<file path="src/rtl/fetch_stage.sv">
// Instruction fetch front-end: owns the fetch PC, keeps one I-cache read in flight,
// and queues returned {pc, inst} pairs in a small FIFO for decode.
module fetch_stage #(
    parameter logic [31:0] RESET_PC  = 32'h00000060,
    parameter int          BUF_DEPTH = 2
) (
    input  logic        clk,
    input  logic        rst,
    input  logic        stall,
    input  logic        redirect,
    input  logic [31:0] redirect_pc,
    output logic [31:0] imem_address,
    output logic        imem_read,
    input  logic        imem_resp,
    input  logic [31:0] imem_rdata,
    output logic [31:0] inst,
    output logic [31:0] inst_pc,
    output logic        inst_valid
);

    localparam int PTR_W = $clog2(BUF_DEPTH);
    localparam int CNT_W = $clog2(BUF_DEPTH + 1);
    localparam logic [CNT_W-1:0] DEPTH_C = CNT_W'(BUF_DEPTH);

    typedef enum logic [1:0] {
        IDLE = 2'd0,
        REQ  = 2'd1,
        DROP = 2'd2
    } state_t;

    state_t             state_reg;
    logic [31:0]        fetch_pc_reg;
    logic [31:0]        req_addr_reg;
    logic               imem_read_reg;
    logic [PTR_W-1:0]   wr_ptr_reg;
    logic [PTR_W-1:0]   rd_ptr_reg;
    logic [CNT_W-1:0]   count_reg;
    logic [CNT_W-1:0]   count_next;

    logic [31:0]        pc_mem   [BUF_DEPTH];
    logic [31:0]        inst_mem [BUF_DEPTH];

    logic               push;
    logic               pop;
    logic               has_space;
    logic [31:0]        redirect_target;
    logic [31:0]        req_addr_inc;

    // Targets are word aligned; the low two bits of redirect_pc are ignored.
    assign redirect_target = redirect_pc & ~32'h3;
    assign req_addr_inc    = req_addr_reg + 32'd4;

    assign inst_valid = (count_reg != '0);
    // A redirect kills both the arriving word and any pending pop.
    assign push = (state_reg == REQ) && imem_resp && !redirect;
    assign pop  = inst_valid && !stall && !redirect;

    always_comb begin
        count_next = count_reg;
        if (redirect) begin
            count_next = '0;
        end else begin
            case ({push, pop})
                2'b10:   count_next = count_reg + CNT_W'(1);
                2'b01:   count_next = count_reg - CNT_W'(1);
                default: count_next = count_reg;
            endcase
        end
    end

    // Issue only when the word we would fetch is guaranteed a free slot.
    assign has_space = (count_next < DEPTH_C);

    always_ff @(posedge clk) begin
        if (push) begin
            pc_mem[wr_ptr_reg]   <= req_addr_reg;
            inst_mem[wr_ptr_reg] <= imem_rdata;
        end
    end

    always_ff @(posedge clk or posedge rst) begin
        if (rst) begin
            wr_ptr_reg <= '0;
            rd_ptr_reg <= '0;
            count_reg  <= '0;
        end else begin
            count_reg <= count_next;
            if (redirect) begin
                wr_ptr_reg <= '0;
                rd_ptr_reg <= '0;
            end else begin
                if (push) begin
                    wr_ptr_reg <= wr_ptr_reg + PTR_W'(1);
                end
                if (pop) begin
                    rd_ptr_reg <= rd_ptr_reg + PTR_W'(1);
                end
            end
        end
    end

    always_ff @(posedge clk or posedge rst) begin
        if (rst) begin
            state_reg     <= IDLE;
            fetch_pc_reg  <= RESET_PC;
            req_addr_reg  <= RESET_PC;
            imem_read_reg <= 1'b0;
        end else begin
            case (state_reg)
                IDLE: begin
                    if (redirect) begin
                        fetch_pc_reg  <= redirect_target;
                        req_addr_reg  <= redirect_target;
                        state_reg     <= REQ;
                        imem_read_reg <= 1'b1;
                    end else if (has_space) begin
                        req_addr_reg  <= fetch_pc_reg;
                        state_reg     <= REQ;
                        imem_read_reg <= 1'b1;
                    end
                end
                REQ: begin
                    if (redirect) begin
                        fetch_pc_reg <= redirect_target;
                        if (imem_resp) begin
                            req_addr_reg <= redirect_target;
                        end else begin
                            // Old read must finish untouched; its data is thrown away.
                            state_reg <= DROP;
                        end
                    end else if (imem_resp) begin
                        fetch_pc_reg <= req_addr_inc;
                        if (has_space) begin
                            req_addr_reg <= req_addr_inc;
                        end else begin
                            state_reg     <= IDLE;
                            imem_read_reg <= 1'b0;
                        end
                    end
                end
                DROP: begin
                    if (redirect) begin
                        fetch_pc_reg <= redirect_target;
                        if (imem_resp) begin
                            req_addr_reg <= redirect_target;
                            state_reg    <= REQ;
                        end
                    end else if (imem_resp) begin
                        req_addr_reg <= fetch_pc_reg;
                        state_reg    <= REQ;
                    end
                end
                default: begin
                    state_reg     <= IDLE;
                    imem_read_reg <= 1'b0;
                end
            endcase
        end
    end

    assign imem_address = req_addr_reg;
    assign imem_read    = imem_read_reg;
    assign inst         = inst_valid ? inst_mem[rd_ptr_reg] : 32'd0;
    assign inst_pc      = inst_valid ? pc_mem[rd_ptr_reg]   : 32'd0;

endmodule

</file>
<file path="config.mk">
export PLATFORM = sky130hd
export DESIGN_NAME = fetch_stage
export DESIGN_NICKNAME = d
export VERILOG_FILES = /design/src/rtl/fetch_stage.sv
export SDC_FILE = /design/constraint.sdc
export NUM_CORES = 1
export LEC_CHECK = 0
export ABC_AREA = 1
export CELL_PAD_IN_SITES_DETAIL_PLACEMENT = 1
export CELL_PAD_IN_SITES_GLOBAL_PLACEMENT = 2
export CORE_MARGIN = 4
export CORE_UTILIZATION = 33
export CTS_BUF_LIST = sky130_fd_sc_hd__clkbuf_8
export DETAILED_ROUTE_END_ITERATION = 7
export PLACE_DENSITY = 0.85
export SLEW_MARGIN = 20
export SYNTH_ARGS = -nofsm -noshare
export SYNTH_HDL_FRONTEND = slang
export SYNTH_SLANG_ARGS = --single-unit
</file>
<file path="constraint.sdc">
create_clock -name clk -period 4.8 [get_ports clk]
set_clock_uncertainty 0.15 [all_clocks]
set_input_delay 1.2 -clock clk [delete_from_list [all_inputs] [get_ports clk]]
set_output_delay 1.2 -clock clk [all_outputs]
set_load 0.05 [all_outputs]
</file>
Yosys cells after proc, flatten, opt, wreduce, memory -nomap -nowiden
Memory sizes are Yosys's and may differ from the RTL's.
Index checks and enable logic that the tools add are counted.

word-level totals
  memories = 2
  bits in writable memories = 128
  register bits = 71

memory list
  name      words  width  read ports  clocked after Yosys merged registers in  wr ports  line  source
  inst_mem  2      32     1           0                                        1         41    logic [31:0] inst_mem [BUF_DEPTH];
  pc_mem    2      32     1           0                                        1         40    logic [31:0] pc_mem [BUF_DEPTH];

cells by class
  reductions and logical operators = 17
  equal/unequal tests = 15
  bitwise logic cells = 1
  mux-type cells = 37
  magnitude comparators = 1
  add/subtract/negate cells = 5

operators with widths
  kind                   number
  $mux 32                13
  $pmux 32 s3            1
  $pmux 32 s2            1
  $add 32x3->32 const B  1
  $ne 3x3->1 const B     6
  $mux 2                 8
  $reduce_and 5->1       3
  $mux 1                 11
  $ne 2x2->1 const B     4
  $reduce_bool 2->1      4
  $pmux 2 s3             1
  $eq 2x1->1 const B     2
  $eq 2x2->1 const B     2
  $logic_and 1x1->1      4
  $pmux 2 s2             1
  $pmux 1 s3             1
  $reduce_and 3->1       1
  $reduce_bool 3->1      1
  $add 1x1->1 const B    2
  $add 2x1->2 const B    1
  $logic_not 1->1        2
  $logic_not 2->1        1
  $lt 2x2->1 const B     1
  $ne 2x1->1 const B     1
  3 further kinds        3

Logic depth before layout (Yosys ltp)
Gate-level depths: netlist of the first run.

  word-level depth = 11
  gate-level depth with buffers = 20
  gate-level depth less buffers = 18

Worst setup path before layout of the first run
No wires, ideal clock.

  path kind = input to register
  start = in redirect
  end = mem inst_mem[1][0], enable pin
  stages on the path = 7
  arrival time = 4.674 ns
  slack = -0.511 ns
  buffers on the path = 4
  path through = buf_6 > inv_4 > buf_4 > buf_2 > buf_2 > nand2_1 > nor2_1

between the ends
  longest elaborated chain between the ends = 4

RTL lines
  item                          line  source
  start: declaration            10    input logic redirect,
  $logic_not 1->1               55    assign push = (state_reg == REQ) && imem_resp && !redirect;
  $logic_and 1x1->1             55
  $mux 1                        75    if (push) begin
  $mux 1 (not written as such)  77    inst_mem[wr_ptr_reg] <= imem_rdata;
  end: declaration              41

Every way passes these cells.

Worst setup path in the final report of the first run
  start = reg rd_ptr_reg
  end = out inst_pc[23]

between the ends
  longest elaborated chain between the ends = 2

RTL lines
  item                      line  source
  start: declaration        36    logic [PTR_W-1:0] rd_ptr_reg;
  start signal: assignment  96    rd_ptr_reg <= rd_ptr_reg + PTR_W'(1);
  $mem_v2 2x32              --
  $mux 32                   164   assign inst_pc = inst_valid ? pc_mem[rd_ptr_reg] : 32'd0;
  end: declaration          17    output logic [31:0] inst_pc,

Every way passes these cells.

==> results of run 1 <==
==> how the worst max path moves through the flow <==
stage,start,to,slack [ps],cells past startpoint
global placement,imem_resp,imem_address[1],650,15
floorplan,redirect,inst_mem[1][0],570,7
global route,rd_ptr_reg,inst_pc[0],510,5
detailed placement,imem_resp,imem_address[0],500,17
finish,rd_ptr_reg,inst_pc[23],700,5
CTS,rd_ptr_reg,inst_pc[23],600,5
==> cell type report <==
| type | instances | area share (%) |
|---|---|---|
| Clock buffer | 17 | 1.81 |
| Clock inverter | 15 | 1.13 |
| Inverter | 117 | 3.41 |
| Multi-Input combinational cell | 886 | 32.1 |
| Sequential cell | 199 | 43.5 |
| Tap cell | 402 | 3.89 |
| Timing Repair Buffer | 184 | 14.2 |
==> per-stage QoR <==
stage | cells | utilization [%]
after floorplan | 1269 | -
after global placement | 1788 | 39.9
after detailed placement | 1788 | 39.9
after CTS | 1820 | 41.1
after global routing | 1820 | 41.1
final | 1820 | 41.1
==> metal layers <==
metal | wire length [um] | GRT usage, %
met5 | 0 | 0
met4 | 472 | 4.58
met3 | 1910 | 3.83
met2 | 16700 | 33.9
met1 | 16400 | 27.7
==> cell usage in the layout, fill, tap and decap left out, drive strengths merged <==
master / instances
clkinvlp: 2
xor2: 2
o21ai: 86
o211ai: 4
clkbuf: 17
o21bai: 1
o2111ai: 2
o21a: 4
a22oi: 16
ha: 8
nand2: 420
xnor2: 3
nor2: 95
o22ai: 17
clkinv: 7
buf: 21
o41ai: 1
nand4: 15
a21oi: 127
a221oi: 3
edfxtp: 128
dfrtp: 67
nand3: 64
o31ai: 2
clkdlybuf4s50: 163
a211oi: 12
inv: 123
dfstp: 4
a31oi: 2
or2: 2
==> Yosys cell counts <==
| library cell | count | area (um2) |
|---|---|---|
| a211oi_1 | 12 | 90.1 |
| o211ai_1 | 4 | 30.0 |
| nor2_4 | 7 | 78.8 |
| buf_4 | 5 | 37.5 |
| ha_1 | 8 | 100 |
| a22oi_1 | 16 | 120 |
| inv_1 | 109 | 409 |
| nand3_1 | 64 | 320 |
| buf_1 | 13 | 48.8 |
| nand2_2 | 4 | 25.0 |
| a221oi_1 | 3 | 26.3 |
| o21a_1 | 4 | 30.0 |
| o21ai_0 | 57 | 285 |
| o21bai_1 | 1 | 7.51 |
| a31oi_1 | 2 | 12.5 |
| clkbuf_1 | 25 | 93.8 |
| nor2_2 | 7 | 43.8 |
| nand2_1 | 414 | 1550 |
| nand2_4 | 2 | 22.5 |
| xor2_1 | 2 | 17.5 |
| dfrtp_1 | 67 | 1680 |
| inv_4 | 1 | 6.26 |
| o41ai_1 | 1 | 8.76 |
| a21oi_1 | 127 | 636 |
| edfxtp_1 | 128 | 3840 |
| nor2_1 | 81 | 304 |
| inv_2 | 6 | 22.5 |
| nand4_1 | 15 | 93.8 |
| o31ai_1 | 2 | 15.0 |
| buf_6 | 3 | 33.8 |
| or2_2 | 2 | 12.5 |
| o2111ai_1 | 2 | 17.5 |
| xnor2_1 | 3 | 26.3 |
| dfstp_2 | 4 | 105 |
| o22ai_1 | 17 | 106 |
| o21ai_1 | 29 | 145 |
| buf_2 | 21 | 105 |
| clkinv_1 | 1 | 3.75 |
==> power by group through the flow <==
| stage | clock (mW) | combinational [mW] | sequential (mW) |
|---|---|---|---|
| floorplan | 0 | 1.90 | 3.07 |
| global placement | 0 | 3.31 | 2.81 |
| detailed placement | 0 | 3.39 | 2.83 |
| CTS | 1.10 | 3.40 | 2.79 |
| global route | 1.17 | 3.75 | 2.85 |
| finish | 1.06 | 3.37 | 2.79 |
==> cells by family (layout without fill, tap and decap cells) <==
logic type      after synthesis  after routing
simple gates                596            596
compound gates              277            277
flops                       199            199
buf+inv                     184            333
fa+ha+maj                     8              8
xor+xnor                      5              5
==> critical path, cell delays in order, from the launching register on <==
cell,delay [ps]
dfrtp_2,420
inv_2,440
buf_12,280
nand2_1,80
a21oi_1,190
clkdlybuf4s50_1,840
==> flow_summary.json, run 1 <==
{
  "ys_seq_area_share_pct": 53.5,
  "root_buffer": "clkbuf_8",
  "r2r_start": "count_reg[0]",
  "drtIter0Drc": 565,
  "wl_per_cell_um": 19.5,
  "whs_ps": 351,
  "syn_area_per_cell_um2": 8.29,
  "power_frac_clock_pct": 14.7,
  "tns_ps": 0,
  "cp-end-kind": "primary output",
  "synth_fa_ha_area_share_pct": 0.952,
  "numCtsBuffers": 17,
  "setup_ws_ps": 702,
  "fillers": 3730,
  "hold_path_class": "reg -> reg",
  "r2r-end": "imem_address[1]",
  "wl_um": 35400,
  "cts_resized": 0,
  "synth_xor_area_share_pct": 0.416,
  "rsz0062_at_grt": "false",
  "cts_tree": "done",
  "die_x_um": 187,
  "antenna_found_initial": 1,
  "grt_max_degree": 67,
  "worst_slew_margin_rel_pct": 38.9,
  "dr_total_vias": 9409,
  "post-cts-setup-buffers": 0,
  "drt-pass1-iter-count": 7,
  "grt_pass1_wl_um": 55600,
  "antenna_left": 0,
  "power_switching_share_pct": 48.0,
  "h-tree-depth": 4,
  "grtUsageTotal_pct": 20.3,
  "cp.required_ps": 3450,
  "yosys-mux-area-fraction_pct": 0,
  "grt_pass1_vias": 9609,
  "remaining_drc_errors": 0,
  "nets": 1482,
  "r2r_slack_ps": 1380,
  "yosysWarnings": 0,
  "synth_compound_area_share_pct": 14.6,
  "internal_power_mw": 3.76,
  "rows": 65,
  "multi_input_area_um2": 4150,
  "power_density_nw_per_um2": 558,
  "hold_violations": 0,
  "viasPerCell": 5.17,
  "area_growth_pct": 23.1,
  "p_sw_mw": 3.47,
  "setup_viol": 0,
  "regArea_um2": 5630,
  "power_frac_comb_pct": 46.7,
  "clkTransAtPathRegs_ps": 120,
  "fmaxAchievable_mhz": 244,
  "synth_cell_types": 38,
  "place_hpwl_um": 23900,
  "grt_overflow": 0,
  "min_path_cells": 2,
  "io_pins": 167,
  "synth-simple-area-share_pct": 23.3,
  "numPortBuffers": 164,
  "max_cap_violations": 0,
  "reg2reg_depth": 18,
  "status": "complete, no violations",
  "pwr-share-seq_pct": 38.6,
  "hold_start": "fetch_pc_reg[1]",
  "synth_area_um2": 10500,
  "dpl_worst_slack_ps": 496,
  "coreArea_um2": 31500,
  "min_to": "fetch_pc_reg[1]",
  "reg_top3": "inst_mem (64), pc_mem (64)",
  "drive_gt1_share_pct": 6.42,
  "cts_buffer_depth": 2,
  "ir_drop_mv": 0.518,
  "cp.arrival_ps": 2750,
  "crit_fanout": 37,
  "cts_sinks": 199,
  "postLayoutCellArea_um2": 12900,
  "synth-seq-cells": 199,
  "cp-start-kind": "register",
  "fin_crit_ps": 4100,
  "total_power_mw": 7.22,
  "gp_congestion": 0.823,
  "hold_buffers": 0,
  "clk_latency_ps": 490,
  "dpl_cell_area_um2": 12600,
  "leakagePower_nw": 5.25,
  "period_share_pct": 85.4,
  "start_util_pct": 33.4,
  "die_area_um2": 34800,
  "slew_violations": 0,
  "synth_top_family_by_area": "simple AND/OR/NAND/NOR gates",
  "die_y_um": 187,
  "antenna_cells": 0,
  "synthCells": 1269,
  "crit_type": "reg -> out",
  "worstMarginPinSlew_ps": 915,
  "synth_nets": 1346
}
Power figures use the tool's default switching activity.
==> run 2, diff against run 1 <==
- CORE_UTILIZATION: 33 -> 30
- PLACE_DENSITY: 0.85 -> 0.82
- clock period: 4.8 -> 3.4 ns (I/O delays scaled with it)
==> run 2 against run 1 <==
Via count grew 1.6%. Non-clock buffer count grew 26. Cell area grew 5.2%. Critical path depth shrank 4. Core utilization shrank 1.7 points. Combinational power grew 53%. Wire length grew 4.8%. Critical path type unchanged. Clock-buffer cell count is the same. Final cell count grew 4.3%. Die area grew 9.6%. Power grew 46%. First-iteration DRC count shrank 2.1%.
==> flow_summary.json, run 2 (synthesis results as in run 1) <==
{
  "io_pins": 167,
  "numPortBuffers": 164,
  "power_density_nw_per_um2": 773,
  "worstMarginPinSlew_ps": 661,
  "min_path_cells": 2,
  "grt_pass1_wl_um": 58700,
  "period_share_pct": 90.9,
  "worstPathBufferInverterCount": 1,
  "cts_tree": "done",
  "path_cells": "clkdlybuf4s50_1",
  "die_area_um2": 38100,
  "crit_type": "reg -> out",
  "grtUsageTotal_pct": 19.6,
  "remaining_drc_errors": 0,
  "wl_um": 37100,
  "setup_viol": 0,
  "viasPerCell": 5.04,
  "postLayoutCellArea_um2": 13600,
  "crit_fanout": 9,
  "clk_latency_ps": 490,
  "h-tree-depth": 4,
  "grt_overflow": 0,
  "cp-end-kind": "primary output",
  "reg2reg_depth": 19,
  "antenna_cells": 0,
  "dpl_worst_slack_ps": -77.4,
  "die_x_um": 195,
  "rows": 68,
  "coreArea_um2": 34500,
  "antenna_left": 0,
  "layout_common_cells": "nand2_1, edfxtp_1, a21oi_1",
  "fillers": 4109,
  "cpMaxStageDelayCell": "clkdlybuf4s50_1",
  "status": "complete, no violations",
  "fmaxAchievable_mhz": 323,
  "reg_top3": "inst_mem (64), pc_mem (64)",
  "regArea_um2": 5630,
  "dpl_cell_area_um2": 13200,
  "cp_top_family": "buffers and inverters",
  "place_hpwl_um": 25600,
  "cts_resized": 0,
  "ir_drop_mv": 0.413,
  "worst_slew_margin_rel_pct": 55.9,
  "die_y_um": 195,
  "antenna_found_initial": 3,
  "drive_gt1_share_pct": 12.4,
  "max_cap_violations": 0,
  "wl_per_cell_um": 19.6,
  "root_buffer": "clkbuf_8",
  "clkTransAtPathRegs_ps": 120,
  "rsz0062_at_grt": "false",
  "multi_input_area_um2": 4150,
  "dr_total_vias": 9563,
  "cp.required_ps": 2400,
  "hold_buffers": 0,
  "setup_ws_ps": 308,
  "path_depth": 1,
  "drt-pass1-iter-count": 4,
  "slew_violations": 0,
  "hold_path_class": "reg -> reg",
  "tns_ps": 0,
  "whs_ps": 350,
  "layout_commonest_cell": "nand2_1",
  "grt_max_degree": 72,
  "total_power_mw": 10.5,
  "grt_pass1_vias": 9954,
  "fin_crit_ps": 3090,
  "post-cts-setup-buffers": 0,
  "cp-start-kind": "register",
  "cts_sinks": 199,
  "cp.arrival_ps": 2090,
  "gp_congestion": 0.817,
  "nets": 1508,
  "slowest_delay_ps": 900,
  "hold_violations": 0,
  "leakagePower_nw": 5.65,
  "numCtsBuffers": 17,
  "drtIter0Drc": 553,
  "cts_buffer_depth": 2,
  "area_growth_pct": 29.5,
  "start_util_pct": 30.4
}
run 2: path summary, 6_finish.rpt:
path	endpoint	slack (ps)	start
worst max-delay path	imem_address[4]	310	imem_address[4]
worst min-delay path	fetch_pc_reg[0]	350	fetch_pc_reg[0]
worst max register to register	imem_address[22]	520	state_reg[1]
worst min register to register	fetch_pc_reg[0]	350	fetch_pc_reg[0]
max in group asynchronous	imem_address[6]	2100	rst
min in group asynchronous	fetch_pc_reg[27]	620	rst
run 2: area by class of cell:
cell class | count | share of cell area [%]
clock buffers | 17 | 1.72
well taps | 455 | 4.18
clock inverters | 15 | 1.05
inverters | 117 | 3.24
flip-flops and latches | 199 | 41.3
multi-input cells | 886 | 30.5
repair buffers | 210 | 18.0
run 2: where the power goes:
part | switching (mW) | internal [mW]
combinational | 3.42 | 1.72
sequential | 0.598 | 3.25
clock | 0.944 | 0.599
total | 4.97 | 5.56
run 2: stage by stage:
step | utilization, % | instances
2_1_floorplan | - | 1269
3_3_place_gp | 38.3 | 1867
3_5_place_dp | 38.3 | 1867
4_1_cts | 39.4 | 1899
5_1_grt | 39.4 | 1899
6_report | 39.4 | 1899
run 2: per-layer routing:
layer,GRT usage [%],wire (um)
met1,27.3,17500
met2,32.3,17500
met3,2.66,1560
met4,4.91,568
met5,0,0
==> run 3, diff against run 2 <==
- CORE_UTILIZATION: 30 -> 36
- PLACE_DENSITY: 0.82 -> 0.92
- clock period: 3.4 -> 3.7 ns (I/O delays scaled with it)
==> run 3 against run 2 <==
Sequential power shrank 6.5%. Setup slack worse by 170 ps. First-iteration DRC count up 5.4%. Register-to-register slack improved by 240 ps. Largest cell class unchanged. Clock power grew 3%. Cell area shrank 1.8%. Combinational power down 12%.
==> flow_summary.json, run 3 (synthesis results as in run 1) <==
{
  "slew_violations": 0,
  "drtIter0Drc": 583,
  "cp.required_ps": 2620,
  "cts_buffer_depth": 2,
  "reg_top3": "inst_mem (64), pc_mem (64)",
  "fmaxAchievable_mhz": 281,
  "post-cts-setup-buffers": 0,
  "slowest_delay_ps": 820,
  "numCtsBuffers": 17,
  "cts_resized": 0,
  "cp-end-kind": "primary output",
  "cts_sinks": 199,
  "cts_tree": "done",
  "whs_ps": 356,
  "worstMarginPinSlew_ps": 564,
  "layout_commonest_cell": "nand2_1",
  "drive_gt1_share_pct": 10.0,
  "rows": 62,
  "crit_type": "reg -> out",
  "rsz0062_at_grt": "false",
  "hold_path_class": "reg -> reg",
  "fin_util_pct": 46.5,
  "cp.arrival_ps": 2490,
  "fin_crit_ps": 3560,
  "leakagePower_nw": 5.52,
  "grt_max_degree": 69,
  "die_area_um2": 32000,
  "root_buffer": "clkbuf_8",
  "area_growth_pct": 27.2,
  "clk_latency_ps": 490,
  "ir_drop_mv": 0.408,
  "numPortBuffers": 164,
  "tns_ps": 0,
  "antenna_left": 0,
  "place_hpwl_um": 24300,
  "path_cells": "buf_4 -> nand2_1 -> a21oi_1 -> clkdlybuf4s50_1",
  "grt_pass1_vias": 9954,
  "start_util_pct": 36.5,
  "viasPerCell": 5.27,
  "power_density_nw_per_um2": 727,
  "wl_um": 35500,
  "die_y_um": 179,
  "nets": 1499,
  "gp_congestion": 0.834,
  "grt_overflow": 0,
  "antenna_found_initial": 0,
  "coreArea_um2": 28800,
  "setup_viol": 0,
  "status": "complete, no violations",
  "crit_fanout": 46,
  "remaining_drc_errors": 0,
  "h-tree-depth": 4,
  "die_x_um": 179,
  "worst_slew_margin_rel_pct": 62.3,
  "clkTransAtPathRegs_ps": 130,
  "layout_common_cells": "nand2_1, clkdlybuf4s50_1, edfxtp_1",
  "dr_total_vias": 9594,
  "max_cap_violations": 0,
  "hold_violations": 0,
  "hold_buffers": 0,
  "drt-pass1-iter-count": 5,
  "grtUsageTotal_pct": 22.3,
  "grt_pass1_wl_um": 55200,
  "cpMaxStageDelayCell": "clkdlybuf4s50_1",
  "cp-start-kind": "register",
  "wl_per_cell_um": 19.5,
  "fillers": 3397,
  "period_share_pct": 96.3,
  "io_pins": 167
}
-- run 3: cell count changes in the layout (fill, tap and decap cells not counted), moves of 2 or more --
cell and delta:
clkdlybuf4s50_1 +29, clkinv_4 -3, buf_4 -19, clkinv_1 -2, inv_12 +4, clkinv_8 +2, buf_12 -19
-- run 3: layout make-up --
class | instances | area (um2) | area share [%]
clock inverters | 15 | 219 | 1.64
multi-input cells | 886 | 4150 | 31.1
well taps | 384 | 480 | 3.59
inverters | 117 | 442 | 3.30
flip-flops and latches | 199 | 5630 | 42.1
repair buffers | 201 | 2210 | 16.6
clock buffers | 17 | 234 | 1.75
diodes | 1 | 2.50 | 0.0187
-- run 3: layer usage --
layer	wire length [um]	part of all wire, %	track usage, %
met5	0	0	0
met4	649	1.8	6.43
met3	2110	6.0	3.73
met1	15900	45	30.1
met2	16900	48	37.2
-- run 3: through the flow --
stage | setup slack [ps] | area, um2 | total power, mW | cells
2_1_floorplan | 442 | 10500 | 6.45 | 1269
3_3_place_gp | 191 | 12900 | 8.03 | 1787
3_5_place_dp | 74.9 | 12900 | 8.15 | 1787
4_1_cts | 80.8 | 13400 | 9.75 | 1819
5_1_grt | 9.92 | 13400 | 10.4 | 1819
6_report | 138 | 13400 | 9.72 | 1820
-- run 3: path summary, 6_finish.rpt --
kind | startpoint | slack, ps | endpoint | cells after the start
max in group asynchronous | rst | 2070 | fetch_pc_reg[5] | 3
hold / removal | fetch_pc_reg[10] | 360 | fetch_pc_reg[10] | 1
setup / recovery | rd_ptr_reg | 140 | inst[4] | 4
min in group asynchronous | rst | 590 | imem_address[30] | 2
setup reg to reg | state_reg[1] | 760 | imem_address[1] | 17
hold reg to reg | fetch_pc_reg[10] | 360 | fetch_pc_reg[10] | 1
-- run 3: critical path: cells and delay by family, from the launching register on --
kind	cells	cell delay, ps
AO/OA/AOI/OAI	1	190
flip-flops	1	400
buffers and inverters	2	1260
AND/OR/NAND/NOR	1	120
-- run 3: power breakdown --
part           switching [mW]  internal [mW]
logic                    3.03           1.50
registers               0.612           2.98
clock network           0.976          0.616
total                    4.62           5.10
==> RTL change, RTL diff (settings of run 3) <==
Set the parameter `BUF_DEPTH` to 4 (it was 2).
--- a/src/rtl/fetch_stage.sv
+++ b/src/rtl/fetch_stage.sv
@@ -2,7 +2,7 @@
 // and queues returned {pc, inst} pairs in a small FIFO for decode.
 module fetch_stage #(
     parameter logic [31:0] RESET_PC  = 32'h00000060,
-    parameter int          BUF_DEPTH = 2
+    parameter int          BUF_DEPTH = 4
 ) (
     input  logic        clk,
     input  logic        rst,
Function: changed (Yosys sat finds a counterexample within 4 cycles, from zero or initial values and one cycle with rst high).
==> RTL change against run 3 <==
Maximum frequency down 0.35%; highest routed layer is now met5; setup slack worse by 0.012 ns; count of clock-buffer cells in the layout up 41; sequential cell count up 131; wire length up 47%; cell area up 52%; critical path depth up 2; largest cell class unchanged; combinational power up 59%; hold slack worse by 0.023 ns; total power up 65%; area after synthesis up 52%; final cell count up 40%; largest power group unchanged.
==> RTL change: results (changes against run 3) <==
- The flow ran to the end, and the final reports show no timing, DRC or antenna violations.
- The number of buffers on the longest clock path is 3 (+1).
- The clock-pin slew on the worst setup and hold paths was 0.06 ns (-0.07 ns).
- The largest registers in the layout are inst_mem: 128 flops, pc_mem: 128 flops.
- The final non-filler cell total is 2543 (+40%).
- The mean instance size in the synthesized netlist is 9.214 um^2 (+11%).
- The internal power component is 9.121 mW (+79%).
- The xor and xnor fraction of the mapped netlist area is 0.2196% (-0.20 points).
- The fraction of the yosys area taken by sequential cells is 59.84% (+6.3 points).
- The fill cell instance count of the final layout is 4923 (+45%).
- For this design, the slowest cell found on the critical path is sky130_fd_sc_hd__dfrtp_4.
- The number of DRC markers in iteration 0 was 667 (+14%).
- By area the synthesized netlist is led by sky130_fd_sc_hd__edfxtp_1, sky130_fd_sc_hd__dfrtp_1, sky130_fd_sc_hd__nand2_1.
- The average routed wire per standard cell was 20.52 um (+5.2%).
- The placed standard-cell area was 0.01911 mm^2 (+48%).
- The first-pass GRT wire length came to 81.10 mm (+47%).
- The cell type group with the largest total delay on the critical path is flip-flops.
- The post-synthesis mux area share is 0.06275% (+0.063 points).
- The number of global-route vias before repair was 14220 (+43%).
- The proportion of register bits with asynchronous set or reset after synthesis is 22.42% (-13 points).
- The number of instances in the placed design was 2437 (+36%).
- The routability congestion estimate from global placement is 0.8080 (-3.1%).
- The initial antenna violation count came to 1 (+1).
- The cell area power density came to 791.0 mW/mm^2 (+8.8%).
- The clock latency at the later pin of the worst-skew pair is 0.66 ns (+0.17 ns).
- The arithmetic-cell share of the synthesized area counting full adders, half adders and majority gates came to 1.098% (+0.15 points).
- The number of library cell types mapped by synthesis is 42 (+11%).
- The standby leakage power is 7.947 nW (+44%).
- The worst ir drop on vdd was 0.9762 mV (+140%).
- The maximum fanout along the worst path is 80 (+74%).
- The post-detailed-placement half-perimeter wirelength was 32.85 mm (+35%).
- The number of flops mapped to enable cells by yosys is 256 (+100%).
- The layout cell share with drive strength beyond 1 is 12.98% (+2.9 points).
- The compound-cell area share of the yosys netlist is 12.30% (-2.3 points).
- By count the netlist is led by sky130_fd_sc_hd__nand2_1, sky130_fd_sc_hd__nor2_1, sky130_fd_sc_hd__edfxtp_1.
- The total area of sequential cells came to 0.009552 mm^2 (+70%).
- The worst slack at placement is -0.1551 ns (-0.2300 ns).
- The CTS H-tree depth came to 2 (-2).
- The aggregate global-route resource usage came to 21.83% (-0.49 points).
- The largest incremental delay on the critical path is 0.58 ns (-0.24 ns).
==> RTL change: changes by cell type after synthesis, moves of 12 or more <==
cell | run 3 | this run
sky130_fd_sc_hd__nor2_1 | 81 | 333
sky130_fd_sc_hd__o21ai_0 | 57 | 203
sky130_fd_sc_hd__edfxtp_1 | 128 | 256
sky130_fd_sc_hd__nand2_1 | 414 | 334
sky130_fd_sc_hd__nand3_1 | 64 | 87
sky130_fd_sc_hd__o21ai_1 | 29 | 8
sky130_fd_sc_hd__inv_1 | 109 | 89
sky130_fd_sc_hd__a21oi_1 | 127 | 146
sky130_fd_sc_hd__clkbuf_1 | 25 | 44
sky130_fd_sc_hd__o22ai_1 | 17 | 5
==> RTL change: final timing paths <==
check	startpoint	endpoint	slack, ns	depth (start not counted)
max in group asynchronous	rst	fetch_pc_reg[5]$_DFFE_PP1P_	2.14	3
min reg2reg	fetch_pc_reg[1]$_DFFE_PP0P_	fetch_pc_reg[1]$_DFFE_PP0P_	0.33	2
min	fetch_pc_reg[1]$_DFFE_PP0P_	fetch_pc_reg[1]$_DFFE_PP0P_	0.33	2
min in group asynchronous	rst	imem_address[24]$_DFFE_PP0P_	0.52	2
max	rd_ptr_reg[0]$_DFFE_PP0P_	inst[1]	0.13	6
max reg2reg	state_reg[1]$_DFFE_PP0P_	imem_address[4]$_DFFE_PP0P_	0.37	21
==> RTL change: area by class of cell <==
cell class / count / share of cell area, %
Antenna cell: 1 / 0.01232
Sequential cell: 330 / 47.04
Clock inverter: 47 / 1.830
Tap cell: 585 / 3.605
Timing Repair Buffer: 218 / 14.12
Clock buffer: 58 / 3.931
Multi-Input combinational cell: 1206 / 27.63
Inverter: 98 / 1.830
==> RTL change: what timing repair did <==
action,4_1_cts,5_1_grt
gates resized for setup,4,4
pin swaps,0,0
setup endpoints to repair,9,6
==> RTL change: power by group through the flow <==
| stage | sequential, mW | combinational (mW) | clock, mW |
|---|---|---|---|
| 2_1_floorplan | 5.81 | 3.73 | 0 |
| 3_3_place_gp | 5.43 | 7.02 | 0 |
| 3_5_place_dp | 5.47 | 7.22 | 0 |
| 4_1_cts | 5.40 | 7.25 | 3.55 |
| 5_1_grt | 5.47 | 7.79 | 3.74 |
| 6_report | 5.41 | 7.20 | 3.45 |
==> RTL change: kinds of logic after synthesis <==
family / after synthesis
flip-flops: 330
AND/OR/NAND/NOR: 806
AO/OA/AOI/OAI: 381
XOR/XNOR: 4
multiplexers: 1
buffers and inverters: 195
adder cells (fa/ha/maj): 14
==> RTL change: routing by layer <==
metal / vias up / wire length, um / track usage (%) / part of all wire, %
met5: - / 13 / 0 / 0.025
met4: 2 / 1396 / 7.057 / 2.7
met3: 97 / 2099 / 3.268 / 4.0
li1: 6244 / - / - / -
met1: 6707 / 23070 / 28.29 / 44
met2: 298 / 25600 / 37.75 / 49
